[src/rtl/vc_queue_pkg.sv]
// Shared helpers for the vc_queue_pf family: pointer increment with wrap
// for arbitrary depths, and the RTL-ERROR message text.
package vc_queue_pkg;

  localparam string RTL_ERROR_DEPTH =
    "RTL-ERROR: vc_queue_pf: (1<<ADDR_SZ) < ENTRIES, pointer too narrow for depth";

  // Wraps at an arbitrary depth, so ENTRIES need not be a power of two.
  function automatic int unsigned ptr_inc(input int unsigned ptr,
                                          input int unsigned entries);
    return (ptr >= entries - 32'd1) ? 32'd0 : ptr + 32'd1;
  endfunction

endpackage

[src/rtl/vcRAM_1w1r_pf.sv]
// One-write/one-read register-file storage for vc_queue_pf: synchronous
// write, combinational read, contents never reset.
module vcRAM_1w1r_pf #(
  parameter int DATA_SZ = 8,
  parameter int ENTRIES = 4,
  parameter int ADDR_SZ = 2
) (
  input  logic               clk,
  input  logic [ADDR_SZ-1:0] raddr,
  output logic [DATA_SZ-1:0] rdata,
  input  logic               wen_p,
  input  logic [ADDR_SZ-1:0] waddr_p,
  input  logic [DATA_SZ-1:0] wdata_p
);

  logic [DATA_SZ-1:0] mem [ENTRIES];

  always_ff @(posedge clk) begin
    if (wen_p) begin
      mem[waddr_p] <= wdata_p;
    end
  end

  assign rdata = mem[raddr];

endmodule

[src/rtl/vc_queue_pf.sv]
// Valid/ready FIFO with 1-cycle latency, synchronous active-low reset.
// Define VC_QUEUE_PIPE_EN to let a full queue accept while its head drains.
module vc_queue_pf
  import vc_queue_pkg::*;
#(
  parameter int DATA_SZ = 8,
  parameter int ENTRIES = 4,
  parameter int ADDR_SZ = 2
) (
  input  logic               clk,
  input  logic               resetn_p,
  input  logic               enq_val,
  output logic               enq_rdy,
  input  logic [DATA_SZ-1:0] enq_bits,
  output logic               deq_val,
  input  logic               deq_rdy,
  output logic [DATA_SZ-1:0] deq_bits,
  output logic [ADDR_SZ:0]   count
);

  localparam logic [ADDR_SZ:0] FULL_CNT = (ADDR_SZ+1)'(ENTRIES);

  logic [ADDR_SZ-1:0] wptr;
  logic [ADDR_SZ-1:0] rptr;
  logic [ADDR_SZ:0]   cnt_q;
  logic               enq_fire;
  logic               deq_fire;

  always_comb begin
    deq_val = resetn_p && (cnt_q != '0);
`ifdef VC_QUEUE_PIPE_EN
    // Full-and-draining is safe: the write lands in the slot the head vacates.
    enq_rdy = resetn_p && ((cnt_q != FULL_CNT) || deq_rdy);
`else
    enq_rdy = resetn_p && (cnt_q != FULL_CNT);
`endif
  end

  assign enq_fire = enq_val && enq_rdy;
  assign deq_fire = deq_val && deq_rdy;
  assign count    = cnt_q;

  always_ff @(posedge clk) begin
    if (!resetn_p) begin
      wptr  <= '0;
      rptr  <= '0;
      cnt_q <= '0;
    end else begin
      if (enq_fire) begin
        wptr <= ADDR_SZ'(ptr_inc(32'(wptr), ENTRIES));
      end
      if (deq_fire) begin
        rptr <= ADDR_SZ'(ptr_inc(32'(rptr), ENTRIES));
      end
      if (enq_fire && !deq_fire) begin
        cnt_q <= cnt_q + 1'b1;
      end else if (!enq_fire && deq_fire) begin
        cnt_q <= cnt_q - 1'b1;
      end
    end
  end

  vcRAM_1w1r_pf #(
    .DATA_SZ (DATA_SZ),
    .ENTRIES (ENTRIES),
    .ADDR_SZ (ADDR_SZ)
  ) u_ram (
    .clk     (clk),
    .raddr   (rptr),
    .rdata   (deq_bits),
    .wen_p   (enq_fire),
    .waddr_p (wptr),
    .wdata_p (enq_bits)
  );

`ifndef SYNTHESIS
  always @(posedge clk) begin
    if ((1 << ADDR_SZ) < ENTRIES) begin
      $display("%s", RTL_ERROR_DEPTH);
    end
  end
`endif

endmodule

[config.mk]
export PLATFORM = sky130hd
export DESIGN_NAME = vc_queue_pf
export DESIGN_NICKNAME = d
export VERILOG_FILES = /design/src/rtl/vc_queue_pkg.sv /design/src/rtl/vcRAM_1w1r_pf.sv /design/src/rtl/vc_queue_pf.sv
export SDC_FILE = /design/constraint.sdc
export NUM_CORES = 1
export LEC_CHECK = 0
export BUFFER_PORTS_ARGS = -buffer_cell sky130_fd_sc_hd__buf_4
export CAP_MARGIN = 20
export CORE_ASPECT_RATIO = 0.5
export CORE_UTILIZATION = 35
export DETAILED_ROUTE_END_ITERATION = 7
export PLACE_DENSITY = 0.56
export SYNTH_ARGS = -nofsm -noshare
export SYNTH_HDL_FRONTEND = slang
export SYNTH_HIERARCHICAL = 1
export SYNTH_SLANG_ARGS = --single-unit
[constraint.sdc]
create_clock -name clk -period 3.45 [get_ports clk]
set_input_delay 0.1725 -clock clk [delete_from_list [all_inputs] [get_ports clk]]
set_output_delay 0.1725 -clock clk [all_outputs]
set_load 0.005 [all_outputs]
==> Word-level counts from Yosys, hierarchy flattened <==
Memory sizes are Yosys's and may differ from the RTL's. A register that Yosys moved wholly into a read port is not among the register bits.
Cells that the tools add are included.
{ "word_totals": {"reg_bits": 7, "ramBits": 32, "inputBits": 12, "mem_count": 1} }
{ "classes": {"n_addsub": 4, "order_cmp": 2, "n_eq_ne": 1, "muxes": 8, "reduce_logical": 10} }
{ "mem_list": {"columns": ["memory", "words", "word_bits", "rd", "rd_clocked_by_memory_dff", "write_ports", "line_no", "source"], "rows": [
  ["u_ram.mem", 4, 8, 1, 1, 1, "vcRAM_1w1r_pf.sv:16", "logic [DATA_SZ-1:0] mem [ENTRIES];"]
]} }
{ "ops": {"columns": ["operator", "count"], "rows": [
  ["2-bit two-way mux", 4],
  ["1-bit logical AND", 6],
  ["3-bit two-way mux", 2],
  ["2-bit by 1-bit adder with 2-bit output, second input constant", 2],
  ["2-bit greater-or-equal comparator, second input constant", 2],
  ["3-bit by 1-bit adder with 3-bit output, second input constant", 1],
  ["3-bit inequality test, second input constant", 1],
  ["3-bit nonzero test", 1],
  ["3-bit by 1-bit subtractor with 3-bit output, second input constant", 1],
  ["1-bit logical NOT", 2],
  ["1-bit two-way mux", 2],
  ["2-bit nonzero test", 1]
]} }

==> Depth between registers and ports, before layout <==
Gate-level depths: netlist of run 1.
{ "depth": {"word_depth": 7, "ltp_mapped": 9} }

==> By module <==
Netlist of run 1, hierarchy kept.
{ "by_module_without_submodules": {"columns": ["module", "n_inst", "cells_each", "area_per_inst_um2", "seq_area_each_um2"], "rows": [
  ["vcRAM_1w1r_pf", 1, 46, 1188.6, 960.9],
  ["vc_queue_pf", 1, 38, 404.1, 140.1]
]} }

==> Worst setup path after synthesis of run 1 <==
No wires, ideal clock.
{ "synth_timing": {"path_type": "flip-flop to flip-flop", "from": "register cnt_q[0] (netlist: count[0])", "to": "register cnt_q[2] (netlist: count[2])", "setup_time_ns": 0.070, "arrival_time_ns": 1.970, "required_ns": 3.380, "setup_slack_ns": 1.410, "path_stages_with_launch": 9, "n_path_buf": 0, "cell_sequence": "dfxtp_1 -> nor2_2 -> a21oi_4 -> ha_1 -> inv_1 -> fa_1 -> xor2_1 -> or3_1 -> a21boi_1"} }
{ "synth_between": {"elab_chain_cells": 6} }
{ "synth_lines": {"columns": ["element", "line_no", "source"], "rows": [
  ["from (decl)", "vc_queue_pf.sv:25", "logic [ADDR_SZ:0] cnt_q;"],
  ["from (signal assigned)", "vc_queue_pf.sv:56", "cnt_q <= cnt_q + 1'b1;"],
  ["from (signal assigned)", "vc_queue_pf.sv:58", "cnt_q <= cnt_q - 1'b1;"],
  ["3-bit inequality test *", "vc_queue_pf.sv:35", "enq_rdy = resetn_p && (cnt_q != FULL_CNT);"],
  ["1-bit logical AND *", "vc_queue_pf.sv:35", null],
  ["1-bit logical AND *", "vc_queue_pf.sv:39", "assign enq_fire = enq_val && enq_rdy;"],
  ["net enq_fire", "vc_queue_pf.sv:26", "logic enq_fire;"],
  ["1-bit logical NOT", "vc_queue_pf.sv:57", "end else if (!enq_fire && deq_fire) begin"],
  ["1-bit logical AND", "vc_queue_pf.sv:57", null],
  ["2-bit nonzero test (no source line)", null, null]
]} }
Mark *: on every way through the listed nets, which the timed path passes. The rest lies on a longest branch. The select of a mux whose other input is x is not followed.
A chain may end at the register's enable or synchronous reset.

==> Worst setup path after layout of run 1 <==
Ends and elaborated chain as after synthesis.

==> summary.md, run 1 <==
| Metric | Value |
|---|---|
| Outcome | finished clean |
| Fin nets | 129 |
| Synthesized area per cell | 18.96 um^2 |
| FP Rows | 16 |
| Period utilization | between 60% and 70% |
| Die area | slightly below 0.005 mm^2 |
| CTS resizes | 0 |
| Residual DRC | 0 |
| Final Hold Vio Count | 0 |
| Drt pass-1 iters | 3 |
| I/O pin cnt | 25 |
| Root Buffer | clkbuf_8 |
| Number of max-cap violations | 0 |
| Post-synth EDFFs | 32 |
| CTS sink cnt | 39 |
| Placed Cells | 160 |
| Worst slew pin tran | approximately 0.65 ns |
| Top-area cell type share of the netlist area | 60.33% |
| Hold Path End | u_ram/mem[1][5]$_DFFE_PP_ |
| Critical path startpoint category | register |
| CTS H-tree lvls | 2 |
| CP endpoint kind | register |
| Post-layout util | 47.45% |
| WHS Path Cells | 1 |
| Final setup viols | 0 |
| Synth cell count leaders | 32 x edfxtp_1, 8 x mux4_2, 7 x dfxtp_1 |
| TritonCTS buffer count | 5 |
| CTS tree | built |
| Flops & latches, synth | 39 |
| WP data required | around 3.7 ns |
| R2r setup slk | roughly 1.3 ns |
| RR Endpoint | count[2]$_SDFFE_PN0P_ |
| Via count | 790 |
| Initial antenna violation count | 0 |
| Ys flop type | edfxtp_1 |
| Share of cells above drive strength 1 | 40.35% |
| HP Class | input port to register |
| Post-Synthesis Cells | 84 |
| Ranking of synthesized cells by area | edfxtp_1 60%, mux4_2 11%, dfxtp_1 8.8% |
| DRT Wirelength | around 2400 um |
| Final std cells w/o fill | around 170 |
| Most frequent cell after synthesis | edfxtp_1 |
| IR drop worst, VDD | between 0.3 and 0.4 mV |
| Reg2Reg Depth | 8 |
| Fillers | 361 |
| Area growth from synthesis to layout | 22.86% |
| Fin Setup TNS | 0 ns |
| GPL Wtd Cong | between 0.7 and 0.8 |
| Overflow after GRT | 0 |
| Async set-reset flop share out of synthesis | 0% |
| Syn nets | 100 |
| Max Buffers Root-to-Sink | 2 |
| Cell variety after synth | 31 |
| Hpwl dp | roughly 1600 um |
| Hold Slack | ~0.086 ns |
| Critical hold path startpoint | enq_bits[5] |
| Tmin final | approximately 2.2 ns |
| First-pass GRT wire length | between 4000 and 5000 um |
| Initial Util | around two fifths |
| Area leader, netlist | edfxtp_1 |
| Setup CP Type | register to register |
| Die H | between 40 and 50 um |
| Slew Viols, Final | 0 |
| Final ANT Viol Nets | 0 |
| Vias per cell | 4.702 |
| Starting DRC count in detailed routing | 11 |
| Worst Skew | 0.003893 ns |
| Final Power | approximately 1.4 mW |
| Clk slew on worst S/H paths | approximately 0.070 ns |
| Core area | 0.004124 mm^2 |
| Input/output buffers | 24 |
| Lkg Pwr | roughly 0.7 nW |
| RR Startpoint | count[0]$_SDFFE_PN0P_ |
| Worst-Skew Late Latency | approximately 0.28 ns |
| Die W | between 90 and 100 um |
| RSZ-0062 raised after global routing | no |
| WP data arrival | 2.40 ns |
| Fmax | 0.4582 GHz |
| Global router's overall resource usage | ~11% |
| # diodes | 0 |
| Largest net degree at the start of global routing | 13 |
| Critical path fanouts, max | 7 |
| Routed wire length per instance | ~14 um |
| Synth warn | 6 |
| Max-slew headroom | a little under three fifths |
| Number of global-route vias before repair | around 840 |
| Post-CTS Setup Bufs | 0 |
| Pwr dens | 712.2 mW/mm^2 |
| CTS Hold Bufs | 0 |
| Cell Area, Synth | between 0.0015 and 0.002 mm^2 |
| Sequential area share after synthesis | between 60% and 70% |
placed cells by master, fill, tap and decap left out, types with 2 or more instances in the layout:
cell        n
nand2_1     2
bufinv_16   2
and3b_1     2
mux4_2      8
buf_4      25
mux2i_1     3
nand3_1     2
ha_1        3
edfxtp_1   32
inv_1       3
clkbuf_8    5
dfxtp_1     7
cells by family (layout without fill, tap and decap cells):
kind of cell / Yosys count / in the layout / share of synthesized area, %
buffers and inverters: 6 / 36 / 2.199
DFF: 39 / 39 / 69.13
xor gates and xnor gates: 2 / 2 / 1.100
adders and majority gates: 4 / 4 / 3.614
and+or+nand+nor: 14 / 14 / 5.423
muxes: 11 / 11 / 13.20
AOI/OAI and AO/OA: 8 / 8 / 5.342
metal layers:
layer / vias up / global-route usage [%] / routed length, um
li1: 389 / - / -
met1: 379 / 15.06 / 1199
met2: 18 / 16.08 / 1033
met3: 4 / 4.255 / 126
met4: 0 / 5.882 / 42
met5: - / 0 / 0
worst max-delay path by stage:
stage          depth (start not counted)             startpoint                    end
5_1_grt                                8  count[0]$_SDFFE_PN0P_  count[2]$_SDFFE_PN0P_
6_report                               8  count[0]$_SDFFE_PN0P_  count[2]$_SDFFE_PN0P_
2_1_floorplan                          8  count[0]$_SDFFE_PN0P_  count[2]$_SDFFE_PN0P_
3_3_place_gp                           8  count[0]$_SDFFE_PN0P_  count[2]$_SDFFE_PN0P_
3_5_place_dp                           8  count[0]$_SDFFE_PN0P_  count[2]$_SDFFE_PN0P_
4_1_cts                                8  count[0]$_SDFFE_PN0P_  count[2]$_SDFFE_PN0P_
worst max-delay path, stage by stage (launching register included):
cell	delay (ns)
dfxtp_1	0.52
nor2_2	0.10
a21oi_4	0.25
ha_1	0.22
inv_1	0.06
fa_1	0.37
xor2_1	0.16
or3_1	0.30
a21boi_1	0.14
flip-flops by register name, summed over array words and instances, names as in the netlist:
signal     count
count          3
rptr           2
wptr           2
u_ram/mem     32
layout make-up:
cell class                 count  area (um^2)  share of cell area [%]
sequential                    39         1101                   56.27
clock inverter                 2        60.06                   3.069
clock buffer                   6        72.57                   3.708
multi-input combinational     39        456.7                   23.34
tap                           54        67.56                   3.453
timing repair buffer          25        187.7                   9.591
inverter                       3        11.26                  0.5754
stage by stage:
stage          setup slack (ns)  instance area [um^2]
6_report                  1.267                  1957
5_1_grt                   1.126                  1957
4_1_cts                   1.266                  1957
3_5_place_dp              1.286                  1824
3_3_place_gp              1.325                  1824
2_1_floorplan             1.410                  1593
power by group:
group	internal [mW]	switching, mW
Combinational	0.197	0.114
Clock	0.289	0.148
Sequential	0.564	0.0816
(Power assumes the default switching activity.)
==> run 2, diff against run 1 <==
--- a/config.mk
+++ b/config.mk
@@ -10,7 +10,7 @@
 export CORE_ASPECT_RATIO = 0.5
 export CORE_UTILIZATION = 35
 export DETAILED_ROUTE_END_ITERATION = 7
-export PLACE_DENSITY = 0.56
+export PLACE_DENSITY = 0.58
 export SYNTH_ARGS = -nofsm -noshare
 export SYNTH_HDL_FRONTEND = slang
 export SYNTH_HIERARCHICAL = 1
==> constraint.sdc (replaced) <==
create_clock -name clk -period 1.8 [get_ports clk]
set_input_delay 0.09 -clock clk [delete_from_list [all_inputs] [get_ports clk]]
set_output_delay 0.09 -clock clk [all_outputs]
set_load 0.005 [all_outputs]
==> run 2 against run 1 <==
- non-clock buffer count is 19 higher
- count of clock-buffer cells in the layout fell by 1
- combinational power grew to 2.6 times the previous value
- clock skew shrank 0.0017 ns
- utilization increased by 4.6 points
- wire length increased by 12%
- critical path depth fell by 1
- highest routed layer unchanged
- the flow now finishes with violations (negative setup slack)
- register-to-register slack got worse by 1.4 ns
- maximum frequency grew 16%
- global-route usage is 1.6 points higher
- first-iteration DRC count increased to 3.5 times the previous value
==> summary.md, run 2 (same netlist as run 1, synthesis figures left out) <==
| Metric | Value |
|---|---|
| Critical path fanouts, max | 4 (-3) |
| Worst-path cell chain | o311ai_4 -> ha_2 -> inv_1 -> fa_2 -> xor2_1 -> or3_1 -> a21boi_1 |
| # diodes | 0 (unchanged) |
| Pwr dens | 1262 mW/mm^2 (+77%) |
| Routed wire length per instance | 14.37 um (+0.54%) |
| CTS H-tree lvls | 2 (unchanged) |
| Placed cell areas | 0.001954 mm^2 (+7.1%) |
| Share of cells above drive strength 1 | 47.37% (+7.0 points) |
| Input/output buffers | 24 (unchanged) |
| IR drop worst, VDD | 0.5721 mV (+71%) |
| Slowest stage delay, CP | 0.35 ns (-0.17 ns) |
| Outcome | finished, violations left |
| CTS tree | built |
| GPL Wtd Cong | 0.6996 (-5.4%) |
| First-pass GRT wire length | 4588 um (+13%) |
| Fin nets | 148 (+15%) |
| Hold Slack | 0.01141 ns (-0.07419 ns) |
| Core area | 0.004124 mm^2 (unchanged) |
| Setup CP Type | register to register |
| Worst Skew | 0.002144 ns (-0.001750 ns) |
| FP Rows | 16 (unchanged) |
| Failing checks | negative setup slack |
| Die W | 97.40 um (unchanged) |
| DRT Wirelength | 2687 um (+12%) |
| RSZ-0062 raised after global routing | yes |
| Residual DRC | 0 (unchanged) |
| Number of global-route vias before repair | 962 (+15%) |
| CP endpoint kind | register |
| Met2 Resource Use GR | 22.49% (+6.4 points) |
| Post-layout util | 52.00% (+4.6 points) |
| Slew Viols, Final | 0 (unchanged) |
| GR Util met1 | 14.76% (-0.30 points) |
| TritonCTS buffer count | 5 (unchanged) |
| Post-place setup slack | -0.1163 ns (-1.403 ns) |
| WP data arrival | 2.10 ns (-0.30 ns) |
| Tmin final | 1.884 ns (-0.2990 ns) |
| Clock network power share | 26.3% (-5.0 points) |
| Fillers | 341 (-5.5%) |
| Worst-Skew Late Latency | 0.28 ns (about the same) |
| Period utilization | 104.6% (+41 points) |
| HP Class | input port to register |
| Gr busiest metal | met2 |
| Lkg Pwr | 0.7931 nW (+13%) |
| Die H | 49.70 um (unchanged) |
| Setup slack after layout | -0.08362 ns (-1.351 ns) |
| Area growth from synthesis to layout | 34.64% |
| CTS sink cnt | 39 (unchanged) |
| Post-route cell area | 0.002145 mm^2 (+9.6%) |
| Final Hold Vio Count | 0 (unchanged) |
| Critical Path Slowest Stage Cell | dfxtp_2 |
| Final std cells w/o fill | 187 (+11%) |
| Number of max-cap violations | 0 (unchanged) |
| CTS resizes | 0 (unchanged) |
| Initial antenna violation count | 0 (unchanged) |
| Gate power share | 29.6% (+7.3 points) |
| Max-slew headroom | 70.51% (+14 points) |
| Max Buffers Root-to-Sink | 2 (unchanged) |
| Switching share of power | 26.14% (+1.5 points) |
| Vias per cell | 4.749 (+0.98%) |
| Reg with most FFs | u_ram/mem |
| P_sw | 0.7073 mW (+110%) |
| GR Util met3 | 3.830% (-0.43 points) |
| Critical path startpoint category | register |
| WP data required | 2.02 ns (-1.65 ns) |
| I/O pin cnt | 25 (unchanged) |
| Via count | 888 (+12%) |
| Fin Setup TNS | -0.08362 ns (-0.08362 ns) |
| Final Power | 2.706 mW (+94%) |
| Final ANT Viol Nets | 0 (unchanged) |
| Register share of total power | 44.1% (-2.3 points) |
| Internal power | 1.999 mW (+90%) |
| Starting DRC count in detailed routing | 38 (+27) |
| Initial Util | 38.62% (unchanged) |
| Most common cell after layout, fill and taps aside | buf_4 |
| Worst slew pin tran | 0.4417 ns (-0.2046 ns) |
| Global router's overall resource usage | 12.84% (+1.6 points) |
| Placed Cells | 171 (+6.9%) |
| Drt pass-1 iters | 2 (-1) |
| Largest net degree at the start of global routing | 14 (+1) |
| Most frequent cells in the layout | 34 x buf_4, 32 x edfxtp_1, 8 x mux4_2 |
| Clk slew on worst S/H paths | 0.08 ns (about the same) |
| Root Buffer | clkbuf_8 |
| Overflow after GRT | 0 (unchanged) |
| Max reg flops | 32 (unchanged) |
| Fmax | 0.5309 GHz (+16%) |
| Final setup viols | 1 (+1) |
| Die area | 0.004841 mm^2 (unchanged) |
## run 2: cell count changes in the layout (fill, tap and decap cells not counted)
cell / change
buf_4: +9
dlygate4sd3_1: +7
buf_12: +3
dfxtp_1: -2
bufinv_16: -1
clkbuf_1: -1
clkinv_2: +1
clkinv_4: +1
dfxtp_2: +1
dfxtp_4: +1
fa_1: -1
fa_2: +1
ha_1: -1
ha_2: +1
## run 2: worst paths after layout
| kind | startpoint | endpoint | slack (ns) | depth (start not counted) |
|---|---|---|---|---|
| setup / recovery | count[1]$_SDFFE_PN0P_ | count[2]$_SDFFE_PN0P_ | -0.08 | 7 |
| hold / removal | enq_bits[5] | u_ram/mem[1][5]$_DFFE_PP_ | 0.01 | 1 |
| setup reg to reg | count[1]$_SDFFE_PN0P_ | count[2]$_SDFFE_PN0P_ | -0.08 | 7 |
| hold reg to reg | wptr[1]$_SDFFE_PN0P_ | wptr[1]$_SDFFE_PN0P_ | 0.53 | 2 |
## run 2: per-layer routing
metal,up-vias,wire (um)
met5,-,0
met4,0,12
met3,2,139
met2,22,1356
met1,439,1178
li1,425,-
## run 2: cell type report
cell class | instances | area, um^2 | share of cell area [%]
clock buffer | 5 | 68.82 | 3.209
tap | 54 | 67.56 | 3.151
clock inverter | 3 | 43.79 | 2.042
inverter | 3 | 11.26 | 0.5251
multi-input combinational | 39 | 461.7 | 21.53
sequential | 39 | 1106 | 51.58
timing repair buffer | 44 | 385.4 | 17.97
## run 2: critical path: cells and delay by family, from the launching register on
kind | cells | cell delay (ns)
AOI/OAI and AO/OA | 2 | 0.42
xor gates and xnor gates | 1 | 0.15
adders and majority gates | 2 | 0.54
buffers and inverters | 1 | 0.05
DFF | 1 | 0.35
and+or+nand+nor | 1 | 0.31
## run 2: repair_timing
item,CTS,global route
endpoints found under the hold margin,27,0
hold buffers,7,0
buffers inserted,1,0
cloned,0,0
pin swaps,2,1
setup endpoints to repair,1,1
## run 2: power by group through the flow
stage / clock (mW) / sequential (mW) / combinational (mW)
final: 0.712 / 1.19 / 0.800
after detailed placement: 0 / 1.22 / 0.794
after global routing: 0.770 / 1.21 / 0.888
after CTS: 0.731 / 1.20 / 0.817
after global placement: 0 / 1.21 / 0.790
after floorplan: 0 / 1.20 / 0.425
